==> src/rtl/seg_pkg.sv <==
// Shared constants for the seg_scan_ctrl display scanner: FSM encodings,
// blank segment pattern and the largest valid BCD digit.
package seg_pkg;

    localparam logic [0:0] ST_DEAD = 1'b0;
    localparam logic [0:0] ST_SHOW = 1'b1;

    localparam logic [6:0] SEG_BLANK = 7'b0000000;
    localparam logic [3:0] BCD_MAX   = 4'd9;

    function automatic logic is_bcd(input logic [3:0] nib);
        return nib <= BCD_MAX;
    endfunction

endpackage

==> src/rtl/seg_scan_ctrl_tick.sv <==
// scan_tick_gen: slot counter 0..DIV-1 for the display scanner.
// Count 0 is the dead-time cycle of a slot; count DIV-1 is its last lit cycle.
module scan_tick_gen #(
    parameter int DIV = 1000
) (
    input  logic clk,
    input  logic rst_n,
    output logic dead_start,
    output logic slot_end
);

    localparam int CW = $clog2(DIV);
    localparam logic [CW-1:0] LAST_CNT = CW'(DIV - 1);

    logic [CW-1:0] cnt;

    always_ff @(posedge clk or negedge rst_n) begin
        if (!rst_n) begin
            cnt <= '0;
        end else if (cnt == LAST_CNT) begin
            cnt <= '0;
        end else begin
            cnt <= cnt + 1'b1;
        end
    end

    assign dead_start = (cnt == '0);
    assign slot_end   = (cnt == LAST_CNT);

endmodule

==> src/rtl/seg_scan_ctrl.sv <==
// seg_scan_ctrl: time-multiplexed scanner sharing one external BCD-to-7-segment
// decoder among NDIG digits. Optional macro SEG_LZ_BLANK_EN enables leading-zero blanking.
module seg_scan_ctrl
    import seg_pkg::*;
#(
    parameter int NDIG = 4,
    parameter int DIV  = 1000
) (
    input  logic              clk,
    input  logic              rst_n,
    input  logic              load,
    input  logic [4*NDIG-1:0] din,
    output logic              applied,
    output logic [3:0]        bcd_code,
    input  logic [6:0]        seg_in,
    output logic [6:0]        seg,
    output logic [NDIG-1:0]   an
);

    localparam int IW = $clog2(NDIG);
    localparam logic [IW-1:0] LAST_IDX = IW'(NDIG - 1);

    logic              dead_start;
    logic              slot_end;
    logic [0:0]        state;
    logic [IW-1:0]     idx;
    logic [4*NDIG-1:0] disp;
    logic [4*NDIG-1:0] pend;
    logic              pend_v;
    logic              lz_blank;
    logic              frame_end;
    logic [3:0]        cur_nib;
    logic              cur_lz;

    scan_tick_gen #(
        .DIV(DIV)
    ) u_tick (
        .clk       (clk),
        .rst_n     (rst_n),
        .dead_start(dead_start),
        .slot_end  (slot_end)
    );

    assign frame_end = (state == ST_SHOW) && slot_end && (idx == LAST_IDX);

    always_comb begin
        cur_nib = '0;
        for (int k = 0; k < NDIG; k++) begin
            if (IW'(k) == idx) begin
                cur_nib = disp[4*k +: 4];
            end
        end
    end

`ifdef SEG_LZ_BLANK_EN
    // A digit is blanked when it and every higher digit are zero; digit 0 always shows.
    always_comb begin
        logic higher_zero;
        higher_zero = 1'b1;
        cur_lz      = 1'b0;
        for (int k = NDIG - 1; k >= 0; k--) begin
            higher_zero = higher_zero && (disp[4*k +: 4] == 4'd0);
            if ((IW'(k) == idx) && (k != 0)) begin
                cur_lz = higher_zero;
            end
        end
    end
`else
    assign cur_lz = 1'b0;
`endif

    // Scan FSM; anode, code and blank flag are registered on entry to SHOW.
    always_ff @(posedge clk or negedge rst_n) begin
        if (!rst_n) begin
            state    <= ST_DEAD;
            idx      <= '0;
            an       <= '1;
            bcd_code <= '0;
            lz_blank <= 1'b0;
        end else begin
            case (state)
                ST_DEAD: begin
                    if (dead_start) begin
                        state    <= ST_SHOW;
                        an       <= ~(NDIG'(1) << idx);
                        bcd_code <= cur_nib;
                        lz_blank <= cur_lz;
                    end
                end
                ST_SHOW: begin
                    if (slot_end) begin
                        state <= ST_DEAD;
                        an    <= '1;
                        idx   <= (idx == LAST_IDX) ? '0 : idx + 1'b1;
                    end
                end
                default: begin
                    state <= ST_DEAD;
                    an    <= '1;
                end
            endcase
        end
    end

    // A load in the boundary cycle always lands in pend for the following frame.
    always_ff @(posedge clk or negedge rst_n) begin
        if (!rst_n) begin
            disp    <= '0;
            pend    <= '0;
            pend_v  <= 1'b0;
            applied <= 1'b0;
        end else begin
            applied <= frame_end && pend_v;
            if (frame_end && pend_v) begin
                disp <= pend;
            end
            if (load) begin
                pend   <= din;
                pend_v <= 1'b1;
            end else if (frame_end) begin
                pend_v <= 1'b0;
            end
        end
    end

    assign seg = ((state == ST_DEAD) || !is_bcd(bcd_code) || lz_blank) ? SEG_BLANK : seg_in;

endmodule

==> config.mk <==
export PLATFORM = sky130hd
export DESIGN_NAME = seg_scan_ctrl
export DESIGN_NICKNAME = d
export VERILOG_FILES = /design/src/rtl/seg_pkg.sv /design/src/rtl/seg_scan_ctrl_tick.sv /design/src/rtl/seg_scan_ctrl.sv
export SDC_FILE = /design/constraint.sdc
export NUM_CORES = 1
export LEC_CHECK = 0
export BUFFER_PORTS_ARGS = -buffer_cell sky130_fd_sc_hd__buf_2
export CORE_MARGIN = 4
export CORE_UTILIZATION = 30
export DETAILED_ROUTE_END_ITERATION = 6
export PLACE_DENSITY = 0.57
export RECOVER_POWER = 25
export SLEW_MARGIN = 20
export SYNTH_ARGS = -nofsm -noshare
export SYNTH_HDL_FRONTEND = slang
export SYNTH_SLANG_ARGS = --single-unit
==> constraint.sdc <==
create_clock -name clk -period 1.95 [get_ports clk]
set_clock_uncertainty 0.2 [all_clocks]
set_input_delay 0.195 -clock clk [delete_from_list [all_inputs] [get_ports clk]]
set_output_delay 0.195 -clock clk [all_outputs]
set_load 0.05 [all_outputs]
==> summary.txt, run 1 <==
Clock network
  • Root Buffer: clkbuf_8
  • Max H-tree Level: 2
  • Setup bufs post-CTS: 0
  • Worst skew pair latency: about 310 ps
  • CTS Buf Count: 5
  • Clock transition at path regs: about 100 ps
  • Bufs on Longest Clock Path: 2
  • Clock Sinks: 55
  • CTS tree: built

Synth
  • Yosys top cell area share: around 50%
  • Avg Cell Area, Syn: about 12 um2
  • Synth Register Bits: between 50 and 60
  • Post-synthesis mux area share: around 17%
  • Main combinational cell family by area after synthesis: multiplexers
  • Adder-cell area share of the yosys netlist: slightly above 3%
  • Complex-gate fraction of the synthesized area: about 8%
  • Synth Instances: 200
  • Synth top cells by count: dfrtp_1 (51), mux2_2 (25), a21oi_1 (13)
  • Post-synthesis xor/xnor area fraction: about 2.1%
  • Count of cell types in the netlist: 32
  • Synth Cell Area: 0.002482 mm2
  • Register area share after synthesis: a little under three fifths
  • Post-synth EDFFs: 0
  • Yosys top cell by area: dfrtp_1
  • Most common cell in the netlist: dfrtp_1
  • Top_reg_cell synth: dfrtp_1
  • Syn_nets: 232
  • Yosys Warn Count: 0
  • Synth area leaders: dfrtp_1 (51%), mux2_2 (11%), mux2_4 (5.4%), dfstp_2 (4.2%), ha_1 (3.0%)
  • Simple-Gate Fraction of Synth Area: about 11%
  • Fraction of registers with async set/reset: 100.0%

Global routing
  • Vias in the first global route: between 1,500 and 2,000
  • First-pass GRT wire length: 8542 um
  • GRT overflow: 0
  • Overall Global Routing Usage: 10.59%
  • Largest net degree at the start of global routing: 35
  • Initial antenna violation count: 0

Setup path
  • Crit start category: flop
  • Slowest CP cell: dfrtp_1
  • Critical path capture point type: flop
  • Worst setup path startpoint: u_tick.cnt[0]
  • Worst Path Buf+Inv: 1
  • Required time worst endpoint: about 2000 ps
  • Worst path cell trace: ha_4, nand3_2, nor4_4, nand4_4, buf_4, mux2_4
  • WS Path Type: flop to flop
  • Worst-path fanout max: 7
  • FF-to-FF Start: u_tick.cnt[0]
  • Data arrival, critical path: around 1900 ps
  • CP delay by family, top: flip-flops
  • Critical path's largest stage delay: 460 ps

Floorplanning
  • Site Rows: 32
  • I/O pin total: 42
  • Die Ht: slightly below 100 um
  • Initial core utilization: approximately a third
  • DIE WIDTH: ~100 um
  • Die Footprint: between 0.009 and 0.01 mm2
  • Core area: 0.007888 mm2

STA
  • Max_slew headroom: between 60% and 70%
  • Fin. max-slew vios: 0
  • Final period utilization: a little over nine tenths
  • Fin. Hold Viols: 0
  • Hold_ws: between 100 and 150 ps
  • Final min period: 1881 ps
  • Fmax: roughly 0.53 GHz
  • Setup-failing EPs final: 0
  • RSZ-0062 raised after global routing: false
  • Slew @ Worst Pin: about 510 ps

Detailed routing
  • DR vias/cell: about 4.6
  • Antenna Nets Post-Route: 0
  • Via count: roughly 1,700
  • 1st-iter DRT viols: between 60 and 70
  • Routed WL: between 4000 and 5000 um
  • DRC viols: 0
  • Drt pass-1 iters: 4
  • Wirelength per Cell: 13.28 um

Power
  • Pint: about 1.5 mW
  • Combinational Power Share: under 10%
  • Share of power burned in registers: roughly three fifths
  • Psw: 468.8 uW
  • Pwr Total: slightly below 2 mW
  • Peak supply drop: 0.2599 mV
  • LEAKAGE: approximately 1.5 nW
  • Power Density: between 600 and 700 mW/mm2
  • Switching Fraction: about a quarter
  • Clk pwr share: a little under a third

Hold path
  • Hold WC Path Type: primary input to flop
  • Hold_sp: load

Layout
  • Ratio of cells with drive above 1 in the final layout: roughly 40%
  • Final #Nets: about 300
  • ANT cells: 0
  • P&R area growth vs syn: 29.18%

Placement
  • Port bufs: 41
  • RD Place Congestion: roughly 0.72
  • Detailed-placement wirelength estimate: around 3700 um

Job
  • Max Cap Viol: 0

Run status
  • Status: finished, final reports clean
## per-stage QoR
step	cells	instance area, um2	setup TNS [ps]	util, %	setup slack [ps]
6_report	375	3207	0	40.66	69.01
4_1_cts	375	3198	0	40.55	44.14
2_1_floorplan	200	2504	-1112	-	-123.6
5_1_grt	375	3207	0	40.66	1.526
3_5_place_dp	350	2939	0	37.26	83.14
3_3_place_gp	350	2939	0	37.26	114.1
## final cells by class
class,count,area (um2)
fillers,748,4681
flip-flops and latches,55,1381
multi-input cells,124,1040
repair buffers,75,528.0
well taps,102,127.6
clock buffers,6,72.57
inverters,11,41.29
clock inverters,2,16.27
## cell families after synthesis
group / after synthesis
DFF: 55
and+or+nand+nor: 45
muxes: 34
AOI/OAI and AO/OA: 33
buffers and inverters: 21
xor gates and xnor gates: 6
adders and majority gates: 6
## state kept, by name (all words and copies together), names as in the netlist
name	flops
idx	2
pend_v	1
pend	16
disp	16
bcd_code	4
state	1
an	4
applied	1
u_tick.cnt	10
## power by group through the flow
stage / Sequential, mW / Combinational, mW / Clock, mW
floorplan: 1.21 / 0.0739 / 0
global placement: 1.21 / 0.135 / 0
detailed placement: 1.22 / 0.138 / 0
CTS: 1.19 / 0.163 / 0.661
global route: 1.20 / 0.177 / 0.710
finish: 1.19 / 0.159 / 0.633
## worst reg2reg max path, stage by stage, from the launching register on
cell     delay (ps)
dfrtp_1         460
ha_4            170
nand3_2          80
nor4_4          230
nand4_4         150
buf_4           190
mux2_4          300
## final timing paths
path	endpoint	slack (ps)	depth (start not counted)
max	disp[6]	70	6
min	pend_v	140	2
max reg2reg	disp[6]	70	6
min reg2reg	an[0]	300	1
max in group asynchronous	an[2]	730	3
min in group asynchronous	pend[4]	190	2
## per-layer routing
layer	up-vias	routed length [um]	GRT usage (%)	part of all wire, %
met5	-	0	0	0
met4	0	59	3.151	1.2
met3	4	283	2.548	5.7
met2	46	2241	16.12	45
met1	828	2398	14.94	48
li1	851	-	-	-
## placed cells by master (no fill, tap or decap), drive strengths merged, types with 7 or more instances in the layout
cell type,synthesis,layout
a21oi,13,13
and3,9,9
buf,2,58
dfrtp,51,51
dlygate4sd3,0,17
inv,11,12
mux2,34,34
nand2,7,7
nand3,7,7
nor2,11,11
o21ai,9,9
## what timing repair did
action | in CTS | in global routing
gates cloned | 0 | 0
endpoints found under the setup margin | 7 | 9
endpoints found under the hold margin | 37 | 0
resized for setup | 1 | 2
hold buffers | 17 | 0
Note: power is estimated with default switching activity, not from simulation.
==> run 2, diff against run 1 <==
Settings changed: CELL_PAD_IN_SITES_DETAIL_PLACEMENT set to 0, CELL_PAD_IN_SITES_GLOBAL_PLACEMENT set to 1, PLACE_DENSITY 0.57 to 0.66.
==> run 2 against run 1 <==
Against the previous run: sequential share of layout area shrank 0.19 points; worst setup slack gained 29 ps; combinational power is essentially flat; via count down 1.6%; critical path depth fell by 1; fmax rose by 1.5%; first-iteration DRC count grew 12%; non-clock buffer count is 1 lower; clock power about the same; flip-flop and latch count did not move; clock-buffer cell count decreased by 1; critical endpoint is now disp[12]; highest routed layer unchanged.
==> summary.txt, run 2 (synthesized netlist as in run 1, its figures left out) <==
Global routing
  • GRT overflow: 0
  • Initial antenna violation count: 0
  • First-pass GRT wire length: about 8000 um
  • Overall Global Routing Usage: ~10%
  • Largest net degree at the start of global routing: 28
  • Vias in the first global route: 1,649

Placement
  • RD Place Congestion: 0.7943
  • Port bufs: a little over 40
  • Area of placed instances: between 0.002 and 0.003 mm2
  • Detailed-placement wirelength estimate: between 3000 and 4000 um

Layout
  • Fillers: around 750
  • Biggest regs: disp: 16 flops, pend: 16 flops, u_tick.cnt: 10 flops
  • Ratio of cells with drive above 1 in the final layout: between 40% and 50%
  • Most frequent cells in the layout: dfrtp_1 (50), buf_2 (40), mux2_2 (25), dlygate4sd3_1 (17)
  • Final instance area: around 0.0032 mm2
  • Commonest non-fill, non-tap cell in the layout: dfrtp_1
  • ANT cells: 0
  • Final #Nets: a little over 300
  • P&R area growth vs syn: 29.89%

Setup path
  • Data arrival, critical path: around 1800 ps
  • Worst-path fanout max: 17
  • Critical path capture point type: flop
  • Required time worst endpoint: a little under 2000 ps
  • Crit start category: flop
  • WS Path Type: flop to flop

Clock network
  • Root Buffer: clkbuf_8
  • Clock Sinks: between 50 and 60
  • Max H-tree Level: 2
  • Worst skew pair latency: 300 ps
  • Bufs on Longest Clock Path: 2
  • CTS Buf Count: 5
  • CTS tree: built
  • Clock transition at path regs: approximately 100 ps

STA
  • RSZ-0062 raised after global routing: false
  • Final min period: roughly 1900 ps
  • Max_slew headroom: approximately 54%
  • Fin. Hold Viols: 0
  • Slew @ Worst Pin: roughly 690 ps
  • Setup-failing EPs final: 0
  • Hold_ws: roughly 170 ps
  • Fin. max-slew vios: 0
  • Final period utilization: 94.99%
  • Fmax: 0.5399 GHz

Floorplanning
  • I/O pin total: between 40 and 50
  • DIE WIDTH: slightly below 100 um
  • Core area: 0.007888 mm2
  • Die Ht: slightly below 100 um
  • Initial core utilization: 31.47%
  • Die Footprint: roughly 0.01 mm2
  • Site Rows: 32

Power
  • Switching Fraction: 23.63%
  • Power Density: 615.1 mW/mm2
  • Peak supply drop: around 0.37 mV
  • Psw: 468.6 uW
  • LEAKAGE: 1.508 nW
  • Share of power burned in registers: about three fifths
  • Clk pwr share: 31.9%
  • Pint: roughly 1.5 mW
  • Combinational Power Share: about 8%

Detailed routing
  • Drt pass-1 iters: 4
  • Antenna Nets Post-Route: 0
  • Via count: 1,701
  • DR vias/cell: 4.548
  • 1st-iter DRT viols: 75
  • DRC viols: 0
  • Routed WL: about 4800 um
  • Wirelength per Cell: 12.81 um

Hold path
  • Hold WC Path Type: primary input to flop

Job
  • Max Cap Viol: 0

Run status
  • Status: finished, final reports clean
## run 2: critical path: stages, from the launching register on
cell and delay, ps:
dfrtp_1 450, nand4_4 160, nor4_4 310, nand4_4 140, buf_12 180, mux2_4 290
## run 2: worst paths after layout
check,end,cells past startpoint,startpoint,slack (ps)
hold reg to reg,an[3],1,an[3],310
min in group asynchronous,disp[11],2,rst_n,250
max in group asynchronous,u_tick.cnt[5],3,rst_n,730
setup reg to reg,disp[12],5,u_tick.cnt[8],100
hold / removal,pend_v,2,load,170
setup / recovery,disp[12],5,u_tick.cnt[8],100
## run 2: power by group through the flow
stage                     Clock (mW)  Sequential [mW]  Combinational (mW)
after global placement             0             1.21               0.135
after CTS                      0.660             1.19               0.163
final                          0.633             1.19               0.159
after floorplan                    0             1.21              0.0739
after global routing           0.711             1.20               0.176
after detailed placement           0             1.21               0.137
## run 2: area by class of cell
class / instances / area [um2] / area share, %
Multi-Input combinational cell: 124 / 1049 / 32.52
Sequential cell: 55 / 1383 / 42.88
Timing Repair Buffer: 74 / 533.0 / 16.53
Clock buffer: 5 / 68.82 / 2.134
Tap cell: 102 / 127.6 / 3.958
Inverter: 11 / 41.29 / 1.281
Clock inverter: 3 / 22.52 / 0.6985
## run 2: metrics by stage
stage                     setup TNS [ps]  setup slack [ps]  power [mW]  utilization [%]  cells
after floorplan                    -1112            -123.6       1.281                -    200
after global placement                 0             96.10       1.349            37.23    348
after detailed placement               0             64.54       1.352            37.23    348
after CTS                              0             33.68       2.015            40.55    373
after global routing                   0             3.611       2.082            40.88    374
final                                  0             97.71       1.983            40.88    374
## run 2: timing repair
| action | in CTS | in global routing |
|---|---|---|
| setup endpoints to repair | 7 | 22 |
| setup buffers | 0 | 1 |
| hold buffers | 17 | 0 |
| endpoints found under the hold margin | 37 | 0 |
| gates resized for setup | 1 | 4 |
| gates cloned | 0 | 0 |
## run 2: routing by layer
metal  global-route usage [%]  up-vias  share of wire (%)
met5                        0        -                  0
met4                    2.836        0                1.2
met3                    2.406        5                5.6
met2                    13.95       40                 43
met1                    15.45      810                 50
li1                         -      846                  -
==> run 3, diff against run 2 <==
Settings changed: ABC_AREA set to 1, PLACE_DENSITY 0.66 to 0.7.
==> run 3 against run 2 <==
Against the previous run: hold slack worse by 19 ps; synthesized cell count is 63% higher; non-clock buffer count fell by 12; power is 2.3% higher; sequential power about the same; routed wire length is 21% higher; register-to-register slack improved by 50 ps; core utilization fell by 2.3 points; critical endpoint is now seg[1].
==> summary.txt, run 3 <==
STA
  • Final min period: ~1800 ps
  • Hold_ws: around 150 ps
  • Fin. max-slew vios: 0
  • Setup-failing EPs final: 0
  • RSZ-0062 raised after global routing: false
  • Final period utilization: 94.46%
  • Max_slew headroom: between 50% and 60%
  • Fmax: 0.5429 GHz
  • Fin. Hold Viols: 0
  • Slew @ Worst Pin: roughly 670 ps

Global routing
  • First-pass GRT wire length: about 10,000 um
  • Largest net degree at the start of global routing: 29
  • Overall Global Routing Usage: a little under an eighth
  • GRT overflow: 0
  • Vias in the first global route: approximately 2,200
  • Initial antenna violation count: 0

Detailed routing
  • Drt pass-1 iters: 4
  • 1st-iter DRT viols: 72
  • Via count: 2,167
  • Wirelength per Cell: roughly 12 um
  • DR vias/cell: 4.413
  • Routed WL: 5798 um
  • Antenna Nets Post-Route: 0
  • DRC viols: 0

Layout
  • Fin util: a little under 40%
  • Most frequent cells in the layout: nand2_1 (120), dfrtp_1 (50), buf_2 (39), inv_1 (35), nor2_1 (30)
  • Final #Nets: approximately 420
  • Biggest regs: disp: 16 flops, pend: 16 flops, u_tick.cnt: 10 flops
  • Ratio of cells with drive above 1 in the final layout: about a fifth
  • ANT cells: 0
  • Non-Filler Instances: around 500
  • Commonest non-fill, non-tap cell in the layout: nand2_1
  • Final instance area: approximately 0.0032 mm2
  • P&R area growth vs syn: 22.55%

Power
  • Power Density: between 600 and 700 mW/mm2
  • Clk pwr share: approximately 34%
  • Switching Fraction: between 20% and 30%
  • Combinational Power Share: just under 8%
  • Share of power burned in registers: 58.6%
  • LEAKAGE: 1.808 nW
  • Psw: around 530 uW
  • Peak supply drop: about 0.26 mV
  • Pint: between 1.5 and 2 mW

Clock network
  • CTS tree: built
  • Clock Sinks: 55
  • Root Buffer: clkbuf_8
  • Worst skew pair latency: between 300 and 400 ps
  • CTS Buf Count: 5
  • Bufs on Longest Clock Path: 2
  • Max H-tree Level: 2
  • Clock transition at path regs: around 110 ps

Setup path
  • WS Path Type: flop to output port
  • Data arrival, critical path: 1450 ps
  • Crit start category: flop
  • Slowest CP cell: dfrtp_1
  • Worst-path fanout max: 7
  • Reg2Reg Depth: 9
  • Critical path capture point type: output port
  • Critical path's largest stage delay: slightly above 400 ps
  • Worst path cell trace: o21ai_0, nand2_1, nor2_1, buf_2
  • Required time worst endpoint: 1550 ps
  • FF-to-FF setup slack: ~150 ps

Synth
  • Fraction of registers with async set/reset: 100.0%
  • Synth area leaders: dfrtp_1 (48%), nand2_1 (17%), nand3_1 (5.3%), inv_1 (5.0%), nor2_1 (4.3%)
  • Yosys Warn Count: 0
  • Synth top cells by count: nand2_1 (120), dfrtp_1 (51), inv_1 (35)
  • Synth Register Bits: 55
  • Avg Cell Area, Syn: just over 8 um2
  • Synth Instances: ~330
  • Synth Cell Area: 0.002641 mm2
  • Top_reg_cell synth: dfrtp_1
  • Yosys top cell by area: dfrtp_1
  • Most common cell in the netlist: nand2_1
  • Syn_nets: ~360
  • Yosys top cell area share: between 40% and 50%
  • Post-synth EDFFs: 0
  • Count of cell types in the netlist: 26
  • Register area share after synthesis: between 50% and 60%

Placement
  • Port bufs: just over 40
  • RD Place Congestion: 0.7368
  • Inst Count DP: around 470
  • Detailed-placement wirelength estimate: approximately 4100 um
  • Area of placed instances: roughly 0.003 mm2

Floorplanning
  • I/O pin total: 42
  • Initial core utilization: a little under a third
  • Core area: approximately 0.0084 mm2
  • Die Footprint: 0.01037 mm2
  • Die Ht: between 100 and 150 um
  • DIE WIDTH: ~100 um
  • Site Rows: 33

Run status
  • Status: finished, final reports clean

Job
  • Max Cap Viol: 0

Hold path
  • Hold WC Path Type: primary input to flop
  • WHS Path Cells: 3
run 3: final cells by class:
class	count	area, um2
fillers	872	5145
clock inverters	3	27.53
repair buffers	62	429.2
well taps	105	131.4
clock buffers	5	68.82
inverters	41	156.4
flip-flops and latches	55	1383
multi-input cells	220	1041
run 3: logic make-up (layout without fill, tap and decap cells):
group	after synthesis	in the layout	synth area share (%)
buffers and inverters	50	111	8.290
flip-flops	55	55	52.30
adder cells (fa/ha/maj)	6	6	2.842
XOR/XNOR	1	1	0.3317
AO/OA/AOI/OAI	20	20	3.932
AND/OR/NAND/NOR	193	193	32.31
run 3: per-stage QoR:
| stage | TNS (ps) | power, mW | setup slack (ps) |
|---|---|---|---|
| 4_1_cts | 0 | 2.061 | 81.48 |
| 3_3_place_gp | 0 | 1.344 | 200.7 |
| 2_1_floorplan | -246.0 | 1.271 | -35.14 |
| 6_report | 0 | 2.028 | 108.1 |
| 5_1_grt | 0 | 2.120 | 5.059 |
| 3_5_place_dp | 0 | 1.346 | 149.2 |
run 3: routing by layer:
layer / GRT usage (%) / routed length, um
met5: 0 / 0
met2: 19.42 / 2691
met3: 2.321 / 203
met1: 16.45 / 2852
met4: 2.422 / 50
run 3: final timing paths:
kind                          startpoint           to
max                          bcd_code[1]       seg[1]
min                                 load     pend[12]
max reg2reg                u_tick.cnt[0]       idx[1]
min reg2reg                  bcd_code[0]  bcd_code[0]
max in group asynchronous          rst_n  bcd_code[0]
min in group asynchronous          rst_n      disp[5]
run 3: power by group through the flow:
| stage | registers [mW] | clock network, mW | logic, mW |
|---|---|---|---|
| 2_1_floorplan | 1.20 | 0 | 0.0677 |
| 5_1_grt | 1.19 | 0.749 | 0.180 |
| 3_5_place_dp | 1.21 | 0 | 0.136 |
| 6_report | 1.19 | 0.682 | 0.158 |
| 4_1_cts | 1.19 | 0.712 | 0.161 |
| 3_3_place_gp | 1.21 | 0 | 0.134 |
run 3: what timing repair did:
action	in CTS	in global routing
resized for setup	0	1
hold buffers	17	0
endpoints found under the setup margin	0	2
buffers inserted	0	1
endpoints found under the hold margin	34	0
run 3: worst max-delay path, delay by kind of cell (launching register included):
family	cells	cell delay (ps)
compound gates	1	160
simple gates	2	300
flops	1	410
buf+inv	1	270
